`src/rtl/full_adder_1bit_if.sv`:
```
// Bit-level operand/result bundle for full_adder_1bit.
// master drives the operand bits, slave is the adder cell.
interface full_adder_1bit_if;
  logic a;
  logic b;
  logic cin;
  logic in_valid;
  logic serial_en;
  logic serial_start;
  logic sum;
  logic co;
  logic out_valid;
  logic carry_q;

  modport master (
    output a, b, cin, in_valid, serial_en, serial_start,
    input  sum, co, out_valid, carry_q
  );

  modport slave (
    input  a, b, cin, in_valid, serial_en, serial_start,
    output sum, co, out_valid, carry_q
  );
endinterface

```
`src/rtl/full_adder_1bit.sv`:
```
// 1-bit full adder with optional output pipeline (LATENCY 0..3) and an
// optional internal carry register for LSB-first bit-serial addition.
module full_adder_1bit #(
  parameter int LATENCY   = 0,
  parameter int SERIAL_EN = 1
) (
  input logic          clk,
  input logic          rst,
  full_adder_1bit_if.slave bus
);

  logic c_eff;
  logic s0;
  logic c0;
  logic carry_r;

  always_comb begin
    c_eff = bus.cin;
    if ((SERIAL_EN != 0) && bus.serial_en) begin
      c_eff = bus.serial_start ? 1'b0 : carry_r;
    end
  end

  assign s0 = bus.a ^ bus.b ^ c_eff;
  assign c0 = (bus.a & bus.b) | (bus.a & c_eff) | (bus.b & c_eff);

  generate
    if (SERIAL_EN != 0) begin : g_carry
      // Only a valid serial bit advances the word carry.
      always_ff @(posedge clk) begin
        if (rst) begin
          carry_r <= 1'b0;
        end else if (bus.in_valid && bus.serial_en) begin
          carry_r <= c0;
        end
      end
    end else begin : g_no_carry
      assign carry_r = 1'b0;
    end
  endgenerate

  assign bus.carry_q = carry_r;

  generate
    if (LATENCY == 0) begin : g_comb
      assign bus.sum       = s0;
      assign bus.co        = c0;
      assign bus.out_valid = bus.in_valid;
    end else begin : g_pipe
      // Each stage holds {sum, co, valid}; shifts every clock, valid or not.
      logic [2:0] stage_q [LATENCY];

      always_ff @(posedge clk) begin
        if (rst) begin
          for (int i = 0; i < LATENCY; i++) begin
            stage_q[i] <= 3'b000;
          end
        end else begin
          stage_q[0] <= {s0, c0, bus.in_valid};
          for (int i = 1; i < LATENCY; i++) begin
            stage_q[i] <= stage_q[i-1];
          end
        end
      end

      assign {bus.sum, bus.co, bus.out_valid} = stage_q[LATENCY-1];
    end
  endgenerate

endmodule

```
`src/flat_wrapper.sv`:
```
// flat-port wrapper written by rule: the top's interface ports become plain ports
module full_adder_1bit_flat 
#(
  parameter int LATENCY   = 0,
  parameter int SERIAL_EN = 1
)
  (clk, rst, bus_a, bus_b, bus_cin, bus_in_valid, bus_serial_en, bus_serial_start, bus_sum, bus_co, bus_out_valid, bus_carry_q);
  full_adder_1bit_if bus_i ();
  input logic clk;
  input logic rst;
  input wire logic [$bits(bus_i.a)-1:0] bus_a;
  input wire logic [$bits(bus_i.b)-1:0] bus_b;
  input wire logic [$bits(bus_i.cin)-1:0] bus_cin;
  input wire logic [$bits(bus_i.in_valid)-1:0] bus_in_valid;
  input wire logic [$bits(bus_i.serial_en)-1:0] bus_serial_en;
  input wire logic [$bits(bus_i.serial_start)-1:0] bus_serial_start;
  output wire logic [$bits(bus_i.sum)-1:0] bus_sum;
  output wire logic [$bits(bus_i.co)-1:0] bus_co;
  output wire logic [$bits(bus_i.out_valid)-1:0] bus_out_valid;
  output wire logic [$bits(bus_i.carry_q)-1:0] bus_carry_q;
  assign bus_i.a = bus_a;
  assign bus_i.b = bus_b;
  assign bus_i.cin = bus_cin;
  assign bus_i.in_valid = bus_in_valid;
  assign bus_i.serial_en = bus_serial_en;
  assign bus_i.serial_start = bus_serial_start;
  assign bus_sum = bus_i.sum;
  assign bus_co = bus_i.co;
  assign bus_out_valid = bus_i.out_valid;
  assign bus_carry_q = bus_i.carry_q;
  full_adder_1bit #(.LATENCY(LATENCY), .SERIAL_EN(SERIAL_EN)) u_core (.clk(clk), .rst(rst), .bus(bus_i));
endmodule
```
`config.mk`:
```
export PLATFORM = sky130hd
export DESIGN_NAME = full_adder_1bit_flat
export DESIGN_NICKNAME = d
export VERILOG_FILES = /design/src/rtl/full_adder_1bit_if.sv /design/src/rtl/full_adder_1bit.sv /design/src/flat_wrapper.sv
export SDC_FILE = /design/constraint.sdc
export NUM_CORES = 1
export LEC_CHECK = 0
export BUFFER_PORTS_ARGS = -buffer_cell sky130_fd_sc_hd__buf_2
export CAP_MARGIN = 20
export CELL_PAD_IN_SITES_DETAIL_PLACEMENT = 0
export CELL_PAD_IN_SITES_GLOBAL_PLACEMENT = 2
export CORE_AREA = 2 2 39 41
export DETAILED_ROUTE_END_ITERATION = 8
export DIE_AREA = 0 0 41 43
export PLACE_DENSITY = 0.56
export SLEW_MARGIN = 0
export SYNTH_ARGS = -nofsm -noshare
export SYNTH_HDL_FRONTEND = slang
export SYNTH_SLANG_ARGS = --single-unit
```
`constraint.sdc`:
```
create_clock -name clk -period 3.2 [get_ports clk]
set_input_delay 0.64 -clock clk [delete_from_list [all_inputs] [get_ports clk]]
set_output_delay 0.64 -clock clk [all_outputs]
set_load 0.1 [all_outputs]
```
==> impl_metrics.prom, run 1 <==
# TYPE chip_impl_metric gauge
chip_impl_metric{name="number_of_global_route_vias_before_repair",unit=""} 79
chip_impl_metric{name="routing_usage_on_met1",unit=""} 0.0575
chip_impl_metric{name="firstDrtPassIters",unit=""} 2
chip_impl_metric{name="post_route_cell_area",unit="um2"} 160
chip_impl_info{name="synth_area_leaders",value="sky130_fd_sc_hd__dfxtp_1, sky130_fd_sc_hd__fa_1, sky130_fd_sc_hd__inv_1"} 1
chip_impl_info{name="worst_path_dominant_cell_family",value="buffers and inverters"} 1
chip_impl_metric{name="groute.usage.overall",unit=""} 0.0271
chip_impl_info{name="cp-start-kind",value="primary input"} 1
chip_impl_info{name="synth_largest_area_cell",value="sky130_fd_sc_hd__dfxtp_1"} 1
chip_impl_info{name="global_route.peak_usage_layer",value="met1"} 1
chip_impl_metric{name="grt-ovfl-total",unit=""} 0
chip_impl_metric{name="coreArea",unit="um2"} 1380
chip_impl_metric{name="crit_required",unit="ns"} 2.56
chip_impl_metric{name="postLayoutCoreUtil",unit=""} 0.116
chip_impl_metric{name="critPathBufInv",unit=""} 3
chip_impl_metric{name="grt_antenna_before_repair",unit=""} 0
chip_impl_metric{name="postRouteAntennaNets",unit=""} 0
chip_impl_info{name="cell_with_the_most_instances_after_synthesis",value="sky130_fd_sc_hd__inv_1"} 1
chip_impl_metric{name="final_hold_viol_count",unit=""} 0
chip_impl_metric{name="synth_edf_count",unit=""} 0
chip_impl_metric{name="synth_area_per_cell",unit="um2"} 7.72
chip_impl_metric{name="synth_top_area_share",unit=""} 0.216
chip_impl_metric{name="synthToLayoutAreaGrowth",unit="%"} 73.0
chip_impl_metric{name="core.rowCount",unit=""} 14
chip_impl_metric{name="power_density",unit="nW/um2"} 413
chip_impl_metric{name="ioPinCount",unit=""} 12
chip_impl_metric{name="antenna_cells_inserted",unit=""} 0
chip_impl_metric{name="maximum_number_of_pins_on_one_net_before_global_route_repair",unit=""} 5
chip_impl_metric{name="clkSlewWorstSetupHoldPaths",unit="ns"} 0
chip_impl_metric{name="worst_slew_pin_slew",unit="ns"} 0.499
chip_impl_metric{name="global_route_wire_length_before_repair",unit="um"} 338
chip_impl_metric{name="detail_route.wirelength",unit="um"} 256
chip_impl_metric{name="cp_max_fo",unit=""} 4
chip_impl_info{name="critical-path-top-cell-by-count",value="sky130_fd_sc_hd__buf_2"} 1
chip_impl_metric{name="routedWlPerCell",unit="um"} 6.74
chip_impl_metric{name="dpl.hpwl",unit="um"} 247
chip_impl_metric{name="dpl_cell_area",unit="um2"} 160
chip_impl_metric{name="chipHeight",unit="um"} 43
chip_impl_metric{name="asyncSetResetFlopFracSynth",unit=""} 0
chip_impl_metric{name="post_route_cells_drive_above_1_share",unit=""} 0.500
chip_impl_metric{name="post_synth_num_cell_types",unit=""} 8
chip_impl_metric{name="fp.dieW",unit="um"} 41
chip_impl_info{name="worst_setup_end_kind",value="primary output"} 1
chip_impl_metric{name="start_util",unit=""} 0.0669
chip_impl_metric{name="cts.repair.resized",unit=""} 0
chip_impl_metric{name="gp_congestion",unit=""} 0.562
chip_impl_info{name="synth_top_family_by_area",value="buffers and inverters"} 1
chip_impl_metric{name="synth_compound_area_frac",unit=""} 0.243
chip_impl_metric{name="synth_seq_area_share",unit=""} 0.216
chip_impl_metric{name="maxCapViolations",unit=""} 0
chip_impl_info{name="critPathSlowestCell",value="sky130_fd_sc_hd__fa_1"} 1
chip_impl_metric{name="detail_route.drc_violations",unit=""} 0
chip_impl_metric{name="drt_iter0_drc",unit=""} 1
chip_impl_metric{name="gate_count_of_the_mapped_netlist",unit=""} 12
chip_impl_metric{name="cp_slowest_stage_delay",unit="ns"} 0.43
chip_impl_metric{name="fin_nets",unit=""} 33
chip_impl_metric{name="die_area",unit="um2"} 1760
chip_impl_metric{name="power.leakage",unit="nW"} 0.0934
chip_impl_metric{name="met3_usage",unit=""} 0.0105
chip_impl_metric{name="synth-adder-area-share",unit=""} 0.216
chip_impl_metric{name="report.final.slew_viol_count",unit=""} 0
chip_impl_metric{name="finalCriticalPeriod",unit="ns"} 2.57
chip_impl_metric{name="synth_warnings",unit=""} 0
chip_impl_metric{name="synth.net_count",unit=""} 21
chip_impl_info{name="ys_dominant_reg_cell",value="sky130_fd_sc_hd__dfxtp_1"} 1
chip_impl_metric{name="ys_ff_latch",unit=""} 1
chip_impl_info{name="hold_class",value="flip-flop to flip-flop"} 1
chip_impl_metric{name="setup_tns",unit="ns"} 0
chip_impl_metric{name="grt_util_met2",unit=""} 0.0219
chip_impl_metric{name="vdd_ir_drop_max",unit="V"} 0.000107
chip_impl_info{name="setup.worst_path.class",value="primary input to primary output"} 1
chip_impl_metric{name="timing.fmax",unit="MHz"} 389
chip_impl_metric{name="yosys-mux-area-fraction",unit=""} 0
chip_impl_metric{name="drt-vias-per-instance",unit=""} 2.71
chip_impl_metric{name="timing.max_slew.rel_slack",unit=""} 0.669
chip_impl_metric{name="crit_arrival",unit="ns"} 1.93
chip_impl_metric{name="min_period_over_period",unit=""} 0.804
chip_impl_metric{name="largest_register_ffs",unit=""} 1
chip_impl_metric{name="synthXorXnorAreaFrac",unit=""} 0
chip_impl_metric{name="synth_simple_gate_area_frac",unit=""} 0.0405
chip_impl_metric{name="mappedNetlistArea",unit="um2"} 92.6
chip_impl_metric{name="routed-via-count",unit=""} 103
chip_impl_metric{name="number_of_setup_violations_in_the_final_report",unit=""} 0
chip_impl_metric{name="clkLatencyLatePin",unit="ns"} 0
chip_impl_info{name="status",value="finished clean"} 1
chip_impl_info{name="grt_setup_unrepaired",value="false"} 1
chip_impl_metric{name="port_buffers",unit=""} 11
chip_impl_metric{name="cts_hold_repair.buffers",unit=""} 0
chip_impl_info{name="crit_path_cell_trace",value="buf_2, nand2_1, a2bb2oi_1, fa_1, inv_1, buf_2"} 1
chip_impl_metric{name="finClkSkew",unit="ns"} 0
chip_impl_metric{name="post-cts-setup-buffers",unit=""} 0
==> final timing paths <==
check	from	to	slack, ns	depth (start not counted)
min	u_core.bus.carry_q	u_core.bus.carry_q	0.52	2
max	bus_serial_en	bus_sum	0.63	6
max reg2reg	u_core.bus.carry_q	u_core.bus.carry_q	1.98	4
min reg2reg	u_core.bus.carry_q	u_core.bus.carry_q	0.52	2
==> per-stage QoR <==
stage                     worst slack [ns]  power [mW]  hold WS [ns]  std cells
after global routing                 0.564      0.0686         0.550         38
after global placement               0.601      0.0668         0.527         38
final                                0.627      0.0661         0.520         38
after floorplan                      0.317      0.0565         0.718         12
after detailed placement             0.605      0.0664         0.529         38
after CTS                            0.606      0.0664         0.527         38
==> tightest hold or removal path, delay by kind of cell, from the launching register on <==
family,cells,cell delay (ns)
flip-flops,1,0.30
AO/OA/AOI/OAI,2,0.16
==> cells in the final DEF, fill, tap and decap left out, drive strengths merged <==
master	instances
buf	11
a311oi	1
inv	5
a21oi	1
a2bb2oi	1
dfxtp	1
fa	1
nand2	1
==> area by class of cell <==
type,instances,area [um2]
fillers,154,1220
inverters,5,18.8
multi-input cells,5,46.3
flip-flops and latches,1,20.0
well taps,16,20.0
repair buffers,11,55.1
==> logic make-up after synthesis <==
| kind of cell | count (synthesis) |
|---|---|
| flops | 1 |
| compound gates | 3 |
| fa+ha+maj | 1 |
| buf+inv | 6 |
| simple gates | 1 |
==> report_power, final <==
part	switching, mW	leakage (nW)	internal, mW
registers	0.000648	0.00825	0.0136
logic	0.0424	0.0851	0.00945
clock network	0	0	0
==> routing by layer <==
metal,part of all wire,routed length (um),up-vias
li1,-,-,56
met4,0,0,0
met3,0.23,58,0
met5,0,0,-
met2,0.16,41,12
met1,0.61,156,35
Note: power is estimated with default switching activity, not from simulation.
==> run 2: changes to the inputs <==
==> constraint.sdc (replaced) <==
create_clock -name clk -period 2.4 [get_ports clk]
set_input_delay 0.48 -clock clk [delete_from_list [all_inputs] [get_ports clk]]
set_output_delay 0.48 -clock clk [all_outputs]
set_load 0.1 [all_outputs]
==> run 2 against run 1 <==
Effect of this change: sequential power rose by 37%; sequential share of layout area fell by 1.6 points; clock skew unchanged; via count grew 7.8%; global-route usage increased by 0.81 points; final cell count unchanged; hold slack lost 0.0061 ns; sequential cell count unchanged; utilization rose by 2.5 points; critical endpoint unchanged; first-iteration DRC count did not move; die area unchanged; register-to-register slack worse by 0.79 ns.
==> impl_metrics.prom, run 2 (synthesis gave the netlist of run 1 again) <==
# TYPE chip_impl_metric gauge
chip_impl_info{name="status",value="finished clean"} 1
chip_impl_metric{name="netSwitchingFraction",unit=""} 0.572
chip_impl_metric{name="synthToLayoutAreaGrowth",unit="%"} 111
chip_impl_info{name="setup.worst_path.class",value="primary input to primary output"} 1
chip_impl_metric{name="groute.usage.overall",unit=""} 0.0351
chip_impl_metric{name="start_util",unit=""} 0.0669
chip_impl_metric{name="seq_power_share",unit=""} 0.180
chip_impl_metric{name="min_period_over_period",unit=""} 0.871
chip_impl_metric{name="routed-via-count",unit=""} 111
chip_impl_metric{name="die_area",unit="um2"} 1760
chip_impl_metric{name="largest_register_ffs",unit=""} 1
chip_impl_metric{name="routing_usage_on_met1",unit=""} 0.0675
chip_impl_metric{name="drt-vias-per-instance",unit=""} 2.92
chip_impl_metric{name="grt-ovfl-total",unit=""} 0
chip_impl_metric{name="gp_congestion",unit=""} 0.574
chip_impl_metric{name="detail_route.drc_violations",unit=""} 0
chip_impl_metric{name="dpl_cell_area",unit="um2"} 195
chip_impl_info{name="worst_setup_end_kind",value="primary output"} 1
chip_impl_metric{name="finalCriticalPeriod",unit="ns"} 2.09
chip_impl_metric{name="postLayoutCoreUtil",unit=""} 0.141
chip_impl_info{name="hold_class",value="flip-flop to flip-flop"} 1
chip_impl_metric{name="ioPinCount",unit=""} 12
chip_impl_metric{name="pwr-share-clk",unit=""} 0
chip_impl_metric{name="fp.dieW",unit="um"} 41
chip_impl_metric{name="drt_iter0_drc",unit=""} 1
chip_impl_metric{name="finClkSkew",unit="ns"} 0
chip_impl_metric{name="power.share.combinational",unit=""} 0.820
chip_impl_metric{name="antenna_cells_inserted",unit=""} 0
chip_impl_metric{name="fin_nets",unit=""} 33
chip_impl_metric{name="firstDrtPassIters",unit=""} 2
chip_impl_metric{name="grt_antenna_before_repair",unit=""} 0
chip_impl_metric{name="p_int",unit="mW"} 0.0461
chip_impl_metric{name="post_route_cells_drive_above_1_share",unit=""} 0.591
chip_impl_metric{name="worst_slew_pin_slew",unit="ns"} 0.490
chip_impl_metric{name="dpl.hpwl",unit="um"} 268
chip_impl_metric{name="met3_usage",unit=""} 0.0105
chip_impl_metric{name="number_of_global_route_vias_before_repair",unit=""} 98
chip_impl_metric{name="place_ws",unit="ns"} 0.314
chip_impl_metric{name="clkSlewWorstSetupHoldPaths",unit="ns"} 0
chip_impl_metric{name="clkLatencyLatePin",unit="ns"} 0
chip_impl_metric{name="routedWlPerCell",unit="um"} 7.26
chip_impl_metric{name="report.final.slew_viol_count",unit=""} 0
chip_impl_metric{name="chipHeight",unit="um"} 43
chip_impl_info{name="most-common-layout-cells",value="sky130_fd_sc_hd__buf_2, sky130_fd_sc_hd__inv_1, sky130_fd_sc_hd__buf_12"} 1
chip_impl_metric{name="coreArea",unit="um2"} 1380
chip_impl_metric{name="power.leakage",unit="nW"} 0.0988
chip_impl_metric{name="cts.repair.resized",unit=""} 0
chip_impl_metric{name="timing.max_slew.rel_slack",unit=""} 0.676
chip_impl_metric{name="cts_hold_repair.buffers",unit=""} 0
chip_impl_info{name="cp-start-kind",value="primary input"} 1
chip_impl_metric{name="crit_arrival",unit="ns"} 1.61
chip_impl_metric{name="timing.fmax",unit="MHz"} 478
chip_impl_info{name="global_route.peak_usage_layer",value="met1"} 1
chip_impl_metric{name="n_fill_cell",unit=""} 152
chip_impl_info{name="grt_setup_unrepaired",value="false"} 1
chip_impl_metric{name="setup_tns",unit="ns"} 0
chip_impl_metric{name="crit_required",unit="ns"} 1.92
chip_impl_metric{name="cp_max_fo",unit=""} 4
chip_impl_info{name="mostFrequentLayoutCell",value="sky130_fd_sc_hd__buf_2"} 1
chip_impl_metric{name="layout_setup_ws",unit="ns"} 0.310
chip_impl_metric{name="post-cts-setup-buffers",unit=""} 0
chip_impl_metric{name="port_buffers",unit=""} 11
chip_impl_metric{name="detail_route.wirelength",unit="um"} 276
chip_impl_metric{name="grt_util_met2",unit=""} 0.0375
chip_impl_metric{name="maximum_number_of_pins_on_one_net_before_global_route_repair",unit=""} 5
chip_impl_metric{name="maxCapViolations",unit=""} 0
chip_impl_metric{name="power_density",unit="nW/um2"} 552
chip_impl_metric{name="post_route_cell_area",unit="um2"} 195
chip_impl_metric{name="vdd_ir_drop_max",unit="V"} 0.000110
chip_impl_metric{name="number_of_setup_violations_in_the_final_report",unit=""} 0
chip_impl_metric{name="global_route_wire_length_before_repair",unit="um"} 448
chip_impl_metric{name="postRouteAntennaNets",unit=""} 0
chip_impl_metric{name="switching_power",unit="mW"} 0.0617
chip_impl_metric{name="core.rowCount",unit=""} 14
chip_impl_metric{name="final_hold_viol_count",unit=""} 0
## run 2: cell types whose count changed in the layout (fill, tap and decap cells not counted), sizes merged
cell,previous run,this run
inv,5,4
clkinvlp,0,1
## run 2: path summary, 6_finish.rpt
kind,from,to,slack [ns],depth (start not counted)
min,u_core.bus.carry_q,u_core.bus.carry_q,0.51,2
min reg2reg,u_core.bus.carry_q,u_core.bus.carry_q,0.51,2
max,bus_serial_en,bus_sum,0.31,6
max reg2reg,u_core.bus.carry_q,u_core.bus.carry_q,1.19,4
## run 2: final cells by class
cell class                 count  area (um2)  area share
timing repair buffer          11        85.1       0.436
sequential                     1        21.3       0.109
tap                           16        20.0       0.103
inverter                       5        22.5       0.115
multi-input combinational      5        46.3       0.237
## run 2: critical path: stages
cell and delay (ns):
sky130_fd_sc_hd__buf_2 0.12, sky130_fd_sc_hd__nand2_1 0.06, sky130_fd_sc_hd__a2bb2oi_1 0.20, sky130_fd_sc_hd__fa_1 0.48
sky130_fd_sc_hd__clkinvlp_4 0.11, sky130_fd_sc_hd__buf_12 0.17
## run 2: metrics by stage
stage / hold WS, ns / total power, mW / std cells
finish: 0.514 / 0.108 / 38
global route: 0.551 / 0.112 / 38
CTS: 0.517 / 0.108 / 38
detailed placement: 0.517 / 0.108 / 38
global placement: 0.506 / 0.107 / 38
floorplan: 0.551 / 0.0791 / 12
## run 2: power by group through the flow
stage	registers [mW]	logic, mW	clock network [mW]
after global routing	0.0197	0.0919	0
after floorplan	0.0272	0.0519	0
after CTS	0.0194	0.0889	0
final	0.0194	0.0884	0
after detailed placement	0.0194	0.0887	0
after global placement	0.0191	0.0881	0
## run 2: routing by layer
layer / part of all wire / wire length (um)
met1: 0.49 / 136
met5: 0 / 0
met3: 0.24 / 67
met4: 0 / 0
met2: 0.26 / 72
==> run 3: changes to the inputs <==
--- a/config.mk
+++ b/config.mk
@@ -5,14 +5,14 @@
 export SDC_FILE = /design/constraint.sdc
 export NUM_CORES = 1
 export LEC_CHECK = 0
-export BUFFER_PORTS_ARGS = -buffer_cell sky130_fd_sc_hd__buf_2
 export CAP_MARGIN = 20
 export CELL_PAD_IN_SITES_DETAIL_PLACEMENT = 0
 export CELL_PAD_IN_SITES_GLOBAL_PLACEMENT = 2
 export CORE_AREA = 2 2 39 41
 export DETAILED_ROUTE_END_ITERATION = 8
 export DIE_AREA = 0 0 41 43
-export PLACE_DENSITY = 0.56
+export DONT_BUFFER_PORTS = 1
+export PLACE_DENSITY = 0.39
 export SLEW_MARGIN = 0
 export SYNTH_ARGS = -nofsm -noshare
 export SYNTH_HDL_FRONTEND = slang
==> run 3 against run 2 <==
Effect of this change: register-to-register slack got worse by 0.02 ns; sequential cell count stayed put; sequential power is 3% lower; clock skew stayed put; die area did not move; via count down 23%; utilization shrank 2.7 points; wire length down 11%; hold slack improved by 0.043 ns; maximum frequency grew 7.3%; critical endpoint unchanged; largest power group unchanged.
==> impl_metrics.prom, run 3 (synthesis gave the netlist of run 1 again) <==
# TYPE chip_impl_metric gauge
chip_impl_metric{name="worst_slew_pin_slew",unit="ns"} 0.287
chip_impl_info{name="hold_class",value="primary input to flip-flop"} 1
chip_impl_metric{name="dpl_cell_area",unit="um2"} 158
chip_impl_metric{name="gp_congestion",unit=""} 0.510
chip_impl_metric{name="core.rowCount",unit=""} 14
chip_impl_metric{name="clkLatencyLatePin",unit="ns"} 0
chip_impl_metric{name="setup_tns",unit="ns"} 0
chip_impl_metric{name="crit_arrival",unit="ns"} 1.47
chip_impl_info{name="timing.hold.worst_endpoint",value="u_core.bus.carry_q"} 1
chip_impl_metric{name="vdd_ir_drop_max",unit="V"} 0.000178
chip_impl_metric{name="n_fill_cell",unit=""} 161
chip_impl_metric{name="setup.reg_to_reg.worst_slack",unit="ns"} 1.17
chip_impl_metric{name="final_hold_viol_count",unit=""} 0
chip_impl_metric{name="grt_antenna_before_repair",unit=""} 0
chip_impl_metric{name="timing.max_slew.rel_slack",unit=""} 0.809
chip_impl_metric{name="cts.repair.resized",unit=""} 0
chip_impl_metric{name="finClkSkew",unit="ns"} 0
chip_impl_metric{name="fin_nets",unit=""} 25
chip_impl_metric{name="maximum_number_of_pins_on_one_net_before_global_route_repair",unit=""} 5
chip_impl_metric{name="detail_route.drc_violations",unit=""} 0
chip_impl_info{name="status",value="finished clean"} 1
chip_impl_metric{name="routed-via-count",unit=""} 85
chip_impl_metric{name="coreArea",unit="um2"} 1380
chip_impl_metric{name="postLayoutCoreUtil",unit=""} 0.114
chip_impl_metric{name="detail_route.wirelength",unit="um"} 247
chip_impl_metric{name="post_route_cell_area",unit="um2"} 158
chip_impl_info{name="min_from",value="rst"} 1
chip_impl_metric{name="min_period_over_period",unit=""} 0.812
chip_impl_metric{name="largest_register_ffs",unit=""} 1
chip_impl_metric{name="port_buffers",unit=""} 0
chip_impl_metric{name="post_route_cells_drive_above_1_share",unit=""} 0.357
chip_impl_metric{name="chipHeight",unit="um"} 43
chip_impl_metric{name="finalCriticalPeriod",unit="ns"} 1.95
chip_impl_info{name="worst_setup_end_kind",value="primary output"} 1
chip_impl_metric{name="die_area",unit="um2"} 1760
chip_impl_metric{name="power_density",unit="nW/um2"} 600
chip_impl_metric{name="cts_hold_repair.buffers",unit=""} 0
chip_impl_metric{name="maxCapViolations",unit=""} 0
chip_impl_metric{name="ioPinCount",unit=""} 12
chip_impl_metric{name="timing.fmax",unit="MHz"} 513
chip_impl_metric{name="fp.dieW",unit="um"} 41
chip_impl_metric{name="dpl.hpwl",unit="um"} 240
chip_impl_metric{name="drt-vias-per-instance",unit=""} 2.83
chip_impl_metric{name="synthToLayoutAreaGrowth",unit="%"} 70.3
chip_impl_metric{name="hold-path-cell-count",unit=""} 1
chip_impl_metric{name="report.final.slew_viol_count",unit=""} 0
chip_impl_info{name="mostFrequentLayoutCell",value="sky130_fd_sc_hd__inv_1"} 1
chip_impl_metric{name="clkSlewWorstSetupHoldPaths",unit="ns"} 0
chip_impl_metric{name="antenna_cells_inserted",unit=""} 0
chip_impl_info{name="most-common-layout-cells",value="sky130_fd_sc_hd__inv_1, sky130_fd_sc_hd__buf_12"} 1
chip_impl_info{name="setup.worst_path.class",value="primary input to primary output"} 1
chip_impl_metric{name="power.leakage",unit="nW"} 0.0675
chip_impl_info{name="cp-start-kind",value="primary input"} 1
chip_impl_metric{name="drt_iter0_drc",unit=""} 2
chip_impl_metric{name="groute.usage.overall",unit=""} 0.0321
chip_impl_metric{name="routedWlPerCell",unit="um"} 8.23
chip_impl_metric{name="crit_required",unit="ns"} 1.92
chip_impl_metric{name="number_of_setup_violations_in_the_final_report",unit=""} 0
chip_impl_metric{name="cp_max_fo",unit=""} 4
chip_impl_metric{name="rr_worst_depth",unit=""} 4
chip_impl_info{name="critical_path.reg2reg.endpoint",value="u_core.bus.carry_q"} 1
chip_impl_metric{name="firstDrtPassIters",unit=""} 4
chip_impl_info{name="grt_setup_unrepaired",value="false"} 1
chip_impl_metric{name="global_route_wire_length_before_repair",unit="um"} 420
chip_impl_info{name="r2r-start",value="u_core.bus.carry_q"} 1
chip_impl_metric{name="postRouteAntennaNets",unit=""} 0
chip_impl_metric{name="number_of_global_route_vias_before_repair",unit=""} 101
chip_impl_metric{name="post-cts-setup-buffers",unit=""} 0
chip_impl_metric{name="grt-ovfl-total",unit=""} 0
chip_impl_metric{name="start_util",unit=""} 0.0669
## run 3: changes by cell type in the layout (fill, tap and decap cells not counted), sizes merged
cell	before	now
buf	11	3
## run 3: worst max path at each step
| stage | slack, ns | start | endpoint | cells after the start |
|---|---|---|---|---|
| after detailed placement | 0.45 | bus_serial_en | bus_sum | 5 |
| after global routing | 0.36 | bus_serial_en | bus_sum | 5 |
| after CTS | 0.44 | bus_serial_en | bus_sum | 5 |
| after global placement | 0.45 | bus_serial_en | bus_sum | 5 |
| final | 0.45 | bus_serial_en | bus_sum | 5 |
| after floorplan | 0.04 | u_core.bus.carry_q | bus_co | 4 |
## run 3: power by group
part | leakage [nW] | total, mW | internal, mW | switching (mW)
logic | 0.0589 | 0.0756 | 0.0241 | 0.0515
clock network | 0 | 0 | 0 | 0
registers | 0.00861 | 0.0189 | 0.0183 | 0.000621
## run 3: area by class of cell
cell class | count | area, um2 | share of cell area
Inverter | 5 | 22.5 | 0.143
Sequential cell | 1 | 21.3 | 0.135
Timing Repair Buffer | 3 | 47.5 | 0.302
Multi-Input combinational cell | 5 | 46.3 | 0.294
Tap cell | 16 | 20.0 | 0.127
## run 3: layer usage
layer,track usage,part of all wire
met3,0.0105,0.24
met5,0,0
met2,0.0469,0.31
met4,0,0
met1,0.0479,0.44
## run 3: critical path: stages
cell	delay, ns
sky130_fd_sc_hd__nand2_1	0.04
sky130_fd_sc_hd__a2bb2oi_1	0.14
sky130_fd_sc_hd__fa_1	0.53
sky130_fd_sc_hd__clkinvlp_4	0.11
sky130_fd_sc_hd__buf_12	0.17
## run 3: stage by stage
| step | hold WS [ns] | std cells | power (mW) | setup WS [ns] |
|---|---|---|---|---|
| 6_report | 0.557 | 30 | 0.0945 | 0.452 |
| 5_1_grt | 0.561 | 30 | 0.0985 | 0.359 |
| 3_3_place_gp | 0.554 | 30 | 0.0944 | 0.454 |
| 3_5_place_dp | 0.558 | 30 | 0.0950 | 0.448 |
| 4_1_cts | 0.558 | 30 | 0.0952 | 0.444 |
| 2_1_floorplan | 0.551 | 12 | 0.0791 | 0.0400 |
